$ cat src/rtl/traffic_pkg.sv
// Shared phase encoding, default timing and lamp decode for the traffic phase scheduler.
package traffic_pkg;

  typedef enum logic [2:0] {
    PhNsGreen  = 3'd0,
    PhNsYellow = 3'd1,
    PhArNe     = 3'd2,
    PhEwGreen  = 3'd3,
    PhEwYellow = 3'd4,
    PhArEn     = 3'd5,
    PhPedWalk  = 3'd6
  } phase_e;

  localparam int unsigned DefMinGreen   = 8;
  localparam int unsigned DefNsGreenMax = 32;
  localparam int unsigned DefEwGreenMax = 16;
  localparam int unsigned DefYellowTime = 4;
  localparam int unsigned DefAllRedTime = 2;
  localparam int unsigned DefPedTime    = 8;

  typedef struct packed {
    logic ns_red;
    logic ns_yellow;
    logic ns_green;
    logic ew_red;
    logic ew_yellow;
    logic ew_green;
    logic ped_walk;
  } lamps_t;

  // Both directions default to red; only the owning direction is lit otherwise.
  function automatic lamps_t lamp_decode(phase_e ph);
    lamps_t l;
    l        = '0;
    l.ns_red = 1'b1;
    l.ew_red = 1'b1;
    case (ph)
      PhNsGreen: begin
        l.ns_red   = 1'b0;
        l.ns_green = 1'b1;
      end
      PhNsYellow: begin
        l.ns_red    = 1'b0;
        l.ns_yellow = 1'b1;
      end
      PhEwGreen: begin
        l.ew_red   = 1'b0;
        l.ew_green = 1'b1;
      end
      PhEwYellow: begin
        l.ew_red    = 1'b0;
        l.ew_yellow = 1'b1;
      end
      PhPedWalk: l.ped_walk = 1'b1;
      default: ;
    endcase
    return l;
  endfunction

endpackage

$ cat src/rtl/phase_timer.sv
// Saturating tick counter: counts enabled cycles up to a per-phase limit, cleared on phase change.
module phase_timer #(
  parameter int unsigned Width = 5
) (
  input  logic             clk_i,
  input  logic             rst_ni,
  input  logic             en_i,
  input  logic             clr_i,
  input  logic [Width-1:0] limit_i,
  output logic [Width-1:0] count_o
);

  logic [Width-1:0] count_q;

  always_ff @(posedge clk_i or negedge rst_ni) begin
    if (!rst_ni) begin
      count_q <= '0;
    end else if (clr_i) begin
      count_q <= '0;
    end else if (en_i && (count_q < limit_i)) begin
      count_q <= count_q + 1'b1;
    end
  end

  assign count_o = count_q;

endmodule

$ cat src/rtl/traffic_phase_scheduler.sv
// Two-road intersection phase FSM with latched pedestrian request and registered lamp outputs.
module traffic_phase_scheduler
  import traffic_pkg::*;
#(
  parameter int unsigned MIN_GREEN    = DefMinGreen,
  parameter int unsigned NS_GREEN_MAX = DefNsGreenMax,
  parameter int unsigned EW_GREEN_MAX = DefEwGreenMax,
  parameter int unsigned YELLOW_TIME  = DefYellowTime,
  parameter int unsigned ALL_RED_TIME = DefAllRedTime,
  parameter int unsigned PED_TIME     = DefPedTime
) (
  input  logic       i_clk,
  input  logic       i_rst_n,
  input  logic       i_tick,
  input  logic       i_NS_vehicle_detect,
  input  logic       i_EW_vehicle_detect,
  input  logic       i_ped_req,
  output logic       o_NS_red,
  output logic       o_NS_yellow,
  output logic       o_NS_green,
  output logic       o_EW_red,
  output logic       o_EW_yellow,
  output logic       o_EW_green,
  output logic       o_ped_walk,
  output logic [2:0] o_phase
);

  localparam int unsigned MaxGreen = (NS_GREEN_MAX > EW_GREEN_MAX) ? NS_GREEN_MAX : EW_GREEN_MAX;
  localparam int unsigned MaxClr   = (YELLOW_TIME > ALL_RED_TIME) ? YELLOW_TIME : ALL_RED_TIME;
  localparam int unsigned MaxOther = (MaxClr > PED_TIME) ? MaxClr : PED_TIME;
  localparam int unsigned MaxTime  = (MaxGreen > MaxOther) ? MaxGreen : MaxOther;
  localparam int unsigned Tw       = ($clog2(MaxTime) > 0) ? $clog2(MaxTime) : 1;

  localparam logic [Tw-1:0] MinLimit = Tw'(MIN_GREEN - 1);
  localparam logic [Tw-1:0] NsLimit  = Tw'(NS_GREEN_MAX - 1);
  localparam logic [Tw-1:0] EwLimit  = Tw'(EW_GREEN_MAX - 1);
  localparam logic [Tw-1:0] YLimit   = Tw'(YELLOW_TIME - 1);
  localparam logic [Tw-1:0] ArLimit  = Tw'(ALL_RED_TIME - 1);
  localparam logic [Tw-1:0] PedLimit = Tw'(PED_TIME - 1);

  if (MIN_GREEN < 1 || NS_GREEN_MAX < 1 || EW_GREEN_MAX < 1 || YELLOW_TIME < 1 ||
      ALL_RED_TIME < 1 || PED_TIME < 1 || MIN_GREEN > EW_GREEN_MAX ||
      MIN_GREEN > NS_GREEN_MAX) begin : gen_param_check
    $error("traffic_phase_scheduler: illegal timing parameters");
  end

  phase_e        phase_q, phase_d;
  logic          ped_q, ped_d;
  lamps_t        lamps_q;
  logic [Tw-1:0] t;
  logic [Tw-1:0] limit;
  logic          timer_clr;

  phase_timer #(
    .Width(Tw)
  ) u_timer (
    .clk_i  (i_clk),
    .rst_ni (i_rst_n),
    .en_i   (i_tick),
    .clr_i  (timer_clr),
    .limit_i(limit),
    .count_o(t)
  );

  // The limit doubles as the saturation point, so the rest phase parks at NS_GREEN_MAX-1.
  always_comb begin
    phase_d = phase_q;
    limit   = '0;
    case (phase_q)
      PhNsGreen: begin
        limit = NsLimit;
        if (i_tick && (i_EW_vehicle_detect || ped_q) &&
            ((t == NsLimit) || ((t >= MinLimit) && !i_NS_vehicle_detect))) begin
          phase_d = PhNsYellow;
        end
      end
      PhNsYellow: begin
        limit = YLimit;
        if (i_tick && (t == YLimit)) phase_d = PhArNe;
      end
      PhArNe: begin
        limit = ArLimit;
        if (i_tick && (t == ArLimit)) phase_d = PhEwGreen;
      end
      PhEwGreen: begin
        limit = EwLimit;
        if (i_tick && ((t == EwLimit) || ((t >= MinLimit) && !i_EW_vehicle_detect))) begin
          phase_d = PhEwYellow;
        end
      end
      PhEwYellow: begin
        limit = YLimit;
        if (i_tick && (t == YLimit)) phase_d = PhArEn;
      end
      PhArEn: begin
        limit = ArLimit;
        if (i_tick && (t == ArLimit)) phase_d = ped_q ? PhPedWalk : PhNsGreen;
      end
      PhPedWalk: begin
        limit = PedLimit;
        if (i_tick && (t == PedLimit)) phase_d = PhNsGreen;
      end
      default: phase_d = PhNsGreen;
    endcase
  end

  assign timer_clr = (phase_d != phase_q);

  // Entry into the walk wins over a same-cycle request; requests during the walk are dropped.
  always_comb begin
    ped_d = ped_q;
    if ((phase_d == PhPedWalk) && (phase_q != PhPedWalk)) begin
      ped_d = 1'b0;
    end else if ((phase_q != PhPedWalk) && i_ped_req) begin
      ped_d = 1'b1;
    end
  end

  always_ff @(posedge i_clk or negedge i_rst_n) begin
    if (!i_rst_n) begin
      phase_q <= PhNsGreen;
      ped_q   <= 1'b0;
      lamps_q <= lamp_decode(PhNsGreen);
    end else begin
      phase_q <= phase_d;
      ped_q   <= ped_d;
      lamps_q <= lamp_decode(phase_d);
    end
  end

  assign o_NS_red    = lamps_q.ns_red;
  assign o_NS_yellow = lamps_q.ns_yellow;
  assign o_NS_green  = lamps_q.ns_green;
  assign o_EW_red    = lamps_q.ew_red;
  assign o_EW_yellow = lamps_q.ew_yellow;
  assign o_EW_green  = lamps_q.ew_green;
  assign o_ped_walk  = lamps_q.ped_walk;
  assign o_phase     = phase_q;

endmodule

$ cat config.mk
export PLATFORM = sky130hd
export DESIGN_NAME = traffic_phase_scheduler
export DESIGN_NICKNAME = d
export VERILOG_FILES = /design/src/rtl/traffic_pkg.sv /design/src/rtl/phase_timer.sv /design/src/rtl/traffic_phase_scheduler.sv
export SDC_FILE = /design/constraint.sdc
export NUM_CORES = 1
export LEC_CHECK = 0
export CORE_ASPECT_RATIO = 1.2
export CORE_UTILIZATION = 50
export CTS_BUF_LIST = sky130_fd_sc_hd__clkbuf_8
export CTS_CLUSTER_SIZE = 28
export DETAILED_ROUTE_END_ITERATION = 7
export GPL_TIMING_DRIVEN = 0
export PLACE_DENSITY = 0.77
export SKIP_CTS_REPAIR_TIMING = 1
export SLEW_MARGIN = 20
export SYNTH_ARGS = -nofsm -noshare
export SYNTH_HDL_FRONTEND = slang
export SYNTH_SLANG_ARGS = --single-unit
$ cat constraint.sdc
create_clock -name i_clk -period 2.1 [get_ports i_clk]
set_input_delay 0.42 -clock i_clk [delete_from_list [all_inputs] [get_ports i_clk]]
set_output_delay 0.42 -clock i_clk [all_outputs]
set_load 0.01 [all_outputs]
==> results_dict.tcl, run 1 <==
set metrics [dict create \
    status "completed" \
    path_delay_family "simple AND/OR/NAND/NOR gates" \
    worst_pin_slew_ns 0.690 \
    dpl.hpwl_um 1920 \
    dieWidth_um 45.3 \
    async_flop_share 1.00 \
    slew_violations 0 \
    path_class "reg -> reg" \
    drc 0 \
    ant_nets 0 \
    cp-startpoint "u_timer.count_o[0]" \
    synthTopCellsByArea "dfrtp_1 (31%), ha_1 (8.9%), dfstp_2 (4.7%)" \
    drtIter0Drc 43 \
    total_leakage_power_nw 0.669 \
    routedWlPerCell_um 16.5 \
    initial_core_util 0.538 \
    row_count 18 \
    ys_warn_count 0 \
    min_period_ns 2.08 \
    rr_startpoint "u_timer.count_o[0]" \
    synth_cells 122 \
    clk_pin_slew_worst_paths_ns 0.07 \
    grt.overflow.total 0 \
    synth-seq-cells 16 \
    crit_path_end_kind "register" \
    vias 1138 \
    crit_path_start_kind "register" \
    grt_pass1_vias 954 \
    avgSynthCellArea_um2 9.24 \
    synth_adder_area_share 0.0888 \
    setup_violations 0 \
    r2r_cells 7 \
    nFillCells 143 \
    hold_viol 0 \
    synthXorXnorAreaFrac 0.0311 \
    p_sw_w 0.00104 \
    synth-simple-area-share 0.289 \
    crit_buf_inv 0 \
    clk_latency_ns 0.26 \
    relSlewSlack 0.539 \
    power_frac_comb 0.629 \
    track_usage 0.245 \
    drive_gt1_frac 0.377 \
    syn2layout_area_growth_pct 42.6 \
    cp_max_fo 5 \
    synth_compound_area_frac 0.176 \
    clock_path_buffers 2 \
    hold_ws_ns 0.571 \
    finalClockSkew_ns 0.00445 \
    drt_wl_total_um 3030 \
    swShare 0.436 \
    final_area_mm2 0.00161 \
    clockRootBuffer "clkbuf_8" \
    worst_path_most_repeated_cell "ha_4" \
    cts_buffers 3 \
    path_cells "ha_4 > and3_4 > ha_4 > a22oi_2 > a31o_2 > or4_4 > nor2b_4" \
    die_h_um 54.0 \
    grt_max_degree 17 \
    place_congestion 0.881 \
    max_stage_delay_ns 0.55 \
    fmax_mhz 481 \
    powerDensity_mw_per_mm2 1490 \
    synth_area_mm2 0.00113 \
    place_area_mm2 0.00132 \
    clkPwrFrac 0.121 \
    synthDistinctLibCells 45 \
    yosysTopAreaCell "dfrtp_1" \
    regArea_um2 409 \
    htreeDepth 1 \
    core_mm2 0.00209 \
    intPower_w 0.00135 \
    synth.yosys.seq_area_share 0.357 \
    crit_slowest_cell "or4_4" \
    synth_ff_type "dfrtp_1" \
    synth_top_family_by_area "simple AND/OR/NAND/NOR gates" \
    synth.most_common_cell "dfrtp_1" \
    min_period_over_period 0.990 \
    antenna_cells 0 \
    cp_num_cells 7 \
    crit_arrival_ns 2.22 \
    synth_edf_count 0 \
    synth_top_area_frac 0.311 \
    irDropWorstVdd_uv 976 \
    multiInputGateArea_um2 783 \
    fin_setup_tns_ns 0 \
    viasPerCell 6.18 \
    hold_path.class "in -> async" \
    antenna_found_initial 0 \
    synth_common_cells "dfrtp_1 (14), nor2_1 (10), ha_1 (8), nand3_1 (8), nor3_1 (8)" \
    synth_mux_area_frac 0.00888 \
    numPortBuffers 15 \
    grt_pass1_wl_um 4180 \
    ios 16 \
    firstDrtPassIters 5 \
    synth_fp_nets 136 \
    maxCapViolations 0 \
    clock_sinks 16 \
    cts_tree "yes" \
    fin_nets 169 \
    p_seq_frac 0.250 \
    die_area_mm2 0.00245 \
    required_ns 2.24 \
]
## placed cells by master, fill, tap and decap left out, drive strengths merged, types with 2 or more instances in the layout
cell / synthesis / final
a211o: 2 / 2
buf: 3 / 17
nor3b: 3 / 3
nand2: 5 / 5
xnor2: 3 / 3
dfrtp: 14 / 14
nor3: 8 / 8
nand4: 2 / 2
clkdlybuf4s50: 0 / 14
dfstp: 2 / 2
a21oi: 6 / 6
nor2: 10 / 10
ha: 8 / 8
o21ai: 6 / 6
and3: 2 / 2
a22oi: 2 / 2
clkbuf: 1 / 4
nand2b: 2 / 2
nor4b: 2 / 2
nand3: 8 / 8
a31o: 2 / 2
inv: 6 / 6
a21boi: 2 / 2
nor2b: 5 / 5
clkinvlp: 0 / 2
## layer usage
metal	wire, um	share of wire	global-route usage	up-vias
met4	153	0.050	0.187	0
met2	1530	0.51	0.408	47
met3	116	0.038	0.0470	19
met1	1230	0.41	0.270	556
li1	-	-	-	516
met5	0	0	0	-
## layout make-up
class | count | share of cell area
inverter | 8 | 0.0233
sequential | 16 | 0.254
multi-input combinational | 94 | 0.487
timing repair buffer | 28 | 0.156
clock buffer | 4 | 0.0342
tap | 30 | 0.0233
buffer | 4 | 0.0218
## final timing paths
kind	slack, ns	to
max in group asynchronous	1.05	u_timer.count_o[1]
worst min-delay path	0.57	o_NS_yellow
worst max register to register	0.02	o_NS_yellow
min in group i_clk	0.68	ped_q
worst max-delay path	0.02	o_NS_yellow
worst min register to register	0.68	ped_q
## logic make-up (layout without fill, tap and decap cells)
group | count (synthesis) | in the layout
xor+xnor | 4 | 4
simple gates | 53 | 53
flops | 16 | 16
compound gates | 28 | 28
buf+inv | 12 | 44
mux | 1 | 1
fa+ha+maj | 8 | 8
## state kept, by name, summed over array words and instances (netlist names)
signal           count
o_ped_walk           1
ped_q                1
u_timer.count_o      5
o_phase              3
o_NS_yellow          1
o_EW_red             1
o_NS_red             1
o_EW_green           1
o_NS_green           1
o_EW_yellow          1
## metrics by stage
stage                     setup WS (ns)  power, W  std cells   util
after global placement           -0.555   0.00167        167  0.628
after detailed placement         -0.569   0.00170        167  0.628
final                            0.0203   0.00240        184  0.768
after CTS                        -0.305   0.00200        171  0.654
after global routing            -0.0436   0.00257        184  0.768
after floorplan                  0.0778   0.00135        122      -
## power by group through the flow
stage	logic [W]	registers, W	clock network [W]
floorplan	0.000767	0.000581	0
global placement	0.00110	0.000566	0
detailed placement	0.00113	0.000572	0
CTS	0.00114	0.000567	0.000289
global route	0.00165	0.000611	0.000306
finish	0.00151	0.000599	0.000290
Note: power is estimated with default switching activity, not from simulation.
==> run 2, diff against run 1 <==
- MAX_ROUTING_LAYER: unset -> met4
==> run 2 against run 1 <==
Net effect:
- register-to-register slack about the same
- wire length is 0.23% lower
- design area unchanged
- via count is 3.0% lower
- die area is the same
- utilization is the same
- worst setup slack lost 0.00061 ns
- combinational power barely moved
- fmax about the same
- clock power is 1% lower
- highest routed layer unchanged
==> results_dict.tcl, run 2 (synthesized netlist as in run 1, its figures left out) <==
set metrics [dict create \
    status "completed" \
    required_ns 2.24 \
    grt.overflow.total 0 \
    cts_buffers 3 \
    ios 16 \
    worst_pin_slew_ns 0.693 \
    cp_max_fo 5 \
    grt_pass1_wl_um 4190 \
    dieWidth_um 45.3 \
    numPortBuffers 15 \
    cts_tree "yes" \
    drive_gt1_frac 0.377 \
    max_stage_delay_ns 0.56 \
    crit_arrival_ns 2.22 \
    finalClockSkew_ns 0.00431 \
    dp.cells 167 \
    fmax_mhz 481 \
    path_class "reg -> reg" \
    htreeDepth 1 \
    clock_sinks 16 \
    die_h_um 54.0 \
    vias 1104 \
    firstDrtPassIters 4 \
    core_mm2 0.00209 \
    row_count 18 \
    slew_violations 0 \
    hold_path.class "in -> async" \
    nFillCells 143 \
    post-route-util 0.768 \
    clk_pin_slew_worst_paths_ns 0.07 \
    clockRootBuffer "clkbuf_8" \
    drc 0 \
    track_usage 0.252 \
    mostFrequentLayoutCells "buf_4 (14), clkdlybuf4s50_1 (14), dfrtp_1 (9)" \
    relSlewSlack 0.537 \
    rr_startpoint "u_timer.count_o[0]" \
    fin_nets 169 \
    antenna_cells 0 \
    die_area_mm2 0.00245 \
    grt_pass1_vias 954 \
    syn2layout_area_growth_pct 42.6 \
    dpl.hpwl_um 1920 \
    cp-startpoint "u_timer.count_o[0]" \
    initial_core_util 0.538 \
    setup_violations 0 \
    worst_path_most_repeated_cell "ha_4" \
    viasPerCell 6.00 \
    drtIter0Drc 34 \
    maxCapViolations 0 \
    fin_cells 184 \
    clock_path_buffers 2 \
    hold_viol 0 \
    grt_max_degree 17 \
    antenna_found_initial 0 \
    crit_slowest_cell "or4_4" \
    crit_path_start_kind "register" \
    drt_wl_total_um 3020 \
    path_cells "ha_4 > and3_4 > ha_4 > a22oi_2 > a31o_2 > or4_4 > nor2b_4" \
    irDropWorstVdd_uv 969 \
    powerDensity_mw_per_mm2 1490 \
    place_congestion 0.896 \
    hold_ws_ns 0.574 \
    largest_register_ffs 5 \
    min_period_over_period 0.991 \
    routedWlPerCell_um 16.4 \
    min_period_ns 2.08 \
    ant_nets 0 \
    total_leakage_power_nw 0.669 \
    clk_latency_ns 0.26 \
    total_power_w 0.00239 \
    crit_path_end_kind "register" \
]
## run 2: cell counts in the layout (fill, tap and decap cells not counted)
Identical to the previous run, type by type.
## run 2: layout make-up
cell class,count,area (um2),area share
multi-input cells,94,783,0.487
flip-flops and latches,16,409,0.254
repair buffers,28,250,0.156
clock buffers,4,55.1,0.0342
inverters,8,37.5,0.0233
well taps,30,37.5,0.0233
plain buffers,4,35.0,0.0218
## run 2: critical path: cells and delay by family, from the launching register on
family	cells	cell delay (ns)
adder cells (fa/ha/maj)	2	0.30
AND/OR/NAND/NOR	3	0.91
AO/OA/AOI/OAI	2	0.33
flip-flops	1	0.42
## run 2: layer usage
metal	global-route usage	wire [um]
met5	-	0
met4	0.187	114
met3	0.0470	103
met2	0.408	1550
met1	0.270	1250
## run 2: worst paths after layout
kind | end | slack, ns | depth (start not counted)
min | o_NS_yellow | 0.57 | 1
max reg2reg | o_NS_yellow | 0.02 | 7
max in group asynchronous | u_timer.count_o[1] | 1.04 | 1
min reg2reg | ped_q | 0.69 | 1
min in group i_clk | ped_q | 0.69 | 1
max | o_NS_yellow | 0.02 | 7
## run 2: where the power goes
| group | total, W | switching (W) | internal (W) |
|---|---|---|---|
| Combinational | 0.00151 | 0.000773 | 0.000734 |
| Clock | 0.000286 | 0.000119 | 0.000167 |
| Sequential | 0.000601 | 0.000151 | 0.000450 |
| Total | 0.00239 | 0.00104 | 0.00135 |
## run 2: per-stage QoR
stage	TNS [ns]	setup slack, ns	instance area (um2)
after floorplan	0	0.0778	1130
after global placement	-3.24	-0.555	1320
after detailed placement	-3.35	-0.569	1320
after CTS	-1.93	-0.305	1370
after global routing	-0.127	-0.0436	1610
final	0	0.0197	1610
==> run 3, diff against run 2 <==
- CORE_UTILIZATION: 50 -> 30
- PLACE_DENSITY: 0.77 -> unset
==> run 3 against run 2 <==
Net effect:
- the run now ends with design-rule violations left
- worst setup slack improved by 0.014 ns
- largest cell class unchanged
- power fell by 2.4%
- via count increased by 0.27%
- worst hold slack improved by 0.030 ns
- die area grew 64%
- clock power is 2% lower
- first-iteration DRC count did not move
- count of clock-buffer cells in the layout stayed put
==> results_dict.tcl, run 3 (synthesized netlist as in run 1, its figures left out) <==
set metrics [dict create \
    cp_max_fo 8 \
    place_congestion 0.872 \
    max_stage_delay_ns 0.52 \
    clock_sinks 16 \
    syn2layout_area_growth_pct 41.2 \
    use_met3 0.0244 \
    die_area_mm2 0.00401 \
    min_period_over_period 0.984 \
    powerDensity_mw_per_mm2 1470 \
    htreeDepth 1 \
    path_cells "buf_6 > or3b_4 > nor3b_4 > a2111oi_1 > or4_4 > nor2b_4" \
    final_common_cell "clkdlybuf4s50_1" \
    ant_nets 0 \
    path_delay_family "simple AND/OR/NAND/NOR gates" \
    clk_pin_slew_worst_paths_ns 0.07 \
    maxCapViolations 0 \
    crit_path_start_kind "register" \
    cts_tree "yes" \
    drtIter0Drc 34 \
    viasPerCell 5.77 \
    dieWidth_um 58.0 \
    hold_viol 0 \
    grt_pass1_wl_um 4620 \
    slew_violations 0 \
    grt.overflow.total 0 \
    crit_path_end_kind "register" \
    grt_pass1_vias 1022 \
    firstDrtPassIters 8 \
    drive_gt1_frac 0.353 \
    r2r_cells 6 \
    initial_core_util 0.313 \
    path_class "reg -> reg" \
    dpl.hpwl_um 1980 \
    place_area_mm2 0.00133 \
    finalClockSkew_ns 0.00840 \
    largest_register_ffs 5 \
    antenna_cells 0 \
    core_mm2 0.00360 \
    clock_path_buffers 2 \
    grt_max_degree 17 \
    mostFrequentLayoutCells "clkdlybuf4s50_1 (14), buf_4 (13), dfrtp_1 (9)" \
    crit_arrival_ns 2.19 \
    track_usage 0.149 \
    fin_nets 168 \
    violations "design-rule violations" \
    ios 16 \
    nFillCells 334 \
    dp.cells 176 \
    use_met2 0.258 \
    total_power_w 0.00234 \
    cts_buffers 3 \
    die_h_um 69.2 \
    total_leakage_power_nw 0.663 \
    irDropWorstVdd_uv 427 \
    drt_wl_total_um 3070 \
    met1_usage 0.171 \
    routedWlPerCell_um 16.0 \
    min_period_ns 2.07 \
    numPortBuffers 15 \
    fin_cells 192 \
    cp_num_cells 6 \
    crit_slowest_cell "or4_4" \
    rsz0062_at_grt "yes" \
    crit_buf_inv 1 \
    row_count 24 \
    hold_path.class "in -> async" \
    drc 1 \
    fmax_mhz 484 \
    clockRootBuffer "clkbuf_8" \
    multiInputGateArea_um2 767 \
    final_area_mm2 0.00159 \
    status "finished, violations left" \
    regArea_um2 409 \
    vias 1107 \
    clk_latency_ns 0.25 \
    antenna_found_initial 0 \
    worst_pin_slew_ns 0.748 \
    top_usage_layer "met2" \
    hold_ws_ns 0.604 \
    required_ns 2.22 \
    relSlewSlack 0.500 \
    setup_violations 0 \
]
==> run 3: report_power, final <==
group | leakage (nW) | total, W | internal [W] | switching (W)
Combinational | 0.443 | 0.00147 | 0.000705 | 0.000766
Sequential | 0.192 | 0.000585 | 0.000450 | 0.000136
Clock | 0.0288 | 0.000280 | 0.000166 | 0.000114
==> run 3: metal layers <==
metal | share of wire | up-vias
met5 | 0 | -
met1 | 0.41 | 547
met2 | 0.54 | 34
met3 | 0.034 | 10
met4 | 0.022 | 0
li1 | - | 516
==> run 3: area by class of cell <==
type | instances | area share
clock buffers | 4 | 0.0346
inverters | 8 | 0.0236
plain buffers | 4 | 0.0197
multi-input cells | 94 | 0.482
flip-flops and latches | 16 | 0.257
well taps | 39 | 0.0307
repair buffers | 27 | 0.153
==> run 3: path summary, 6_finish.rpt <==
check                              startpoint                 end  slack [ns]
max                        u_timer.count_o[2]         o_NS_yellow        0.03
min                                   i_rst_n          o_ped_walk        0.60
max reg2reg                u_timer.count_o[2]         o_NS_yellow        0.03
min reg2reg                u_timer.count_o[1]  u_timer.count_o[1]        0.68
max in group asynchronous             i_rst_n  u_timer.count_o[1]        0.97
min in group i_clk         u_timer.count_o[1]  u_timer.count_o[1]        0.68
==> run 3: metrics by stage <==
stage	util	setup TNS, ns	setup slack, ns
final	0.442	0	0.0339
after global routing	0.442	-0.0636	-0.0293
after CTS	0.383	-2.12	-0.315
after detailed placement	0.368	-3.36	-0.545
after global placement	0.368	-3.27	-0.547
after floorplan	-	0	0.0778
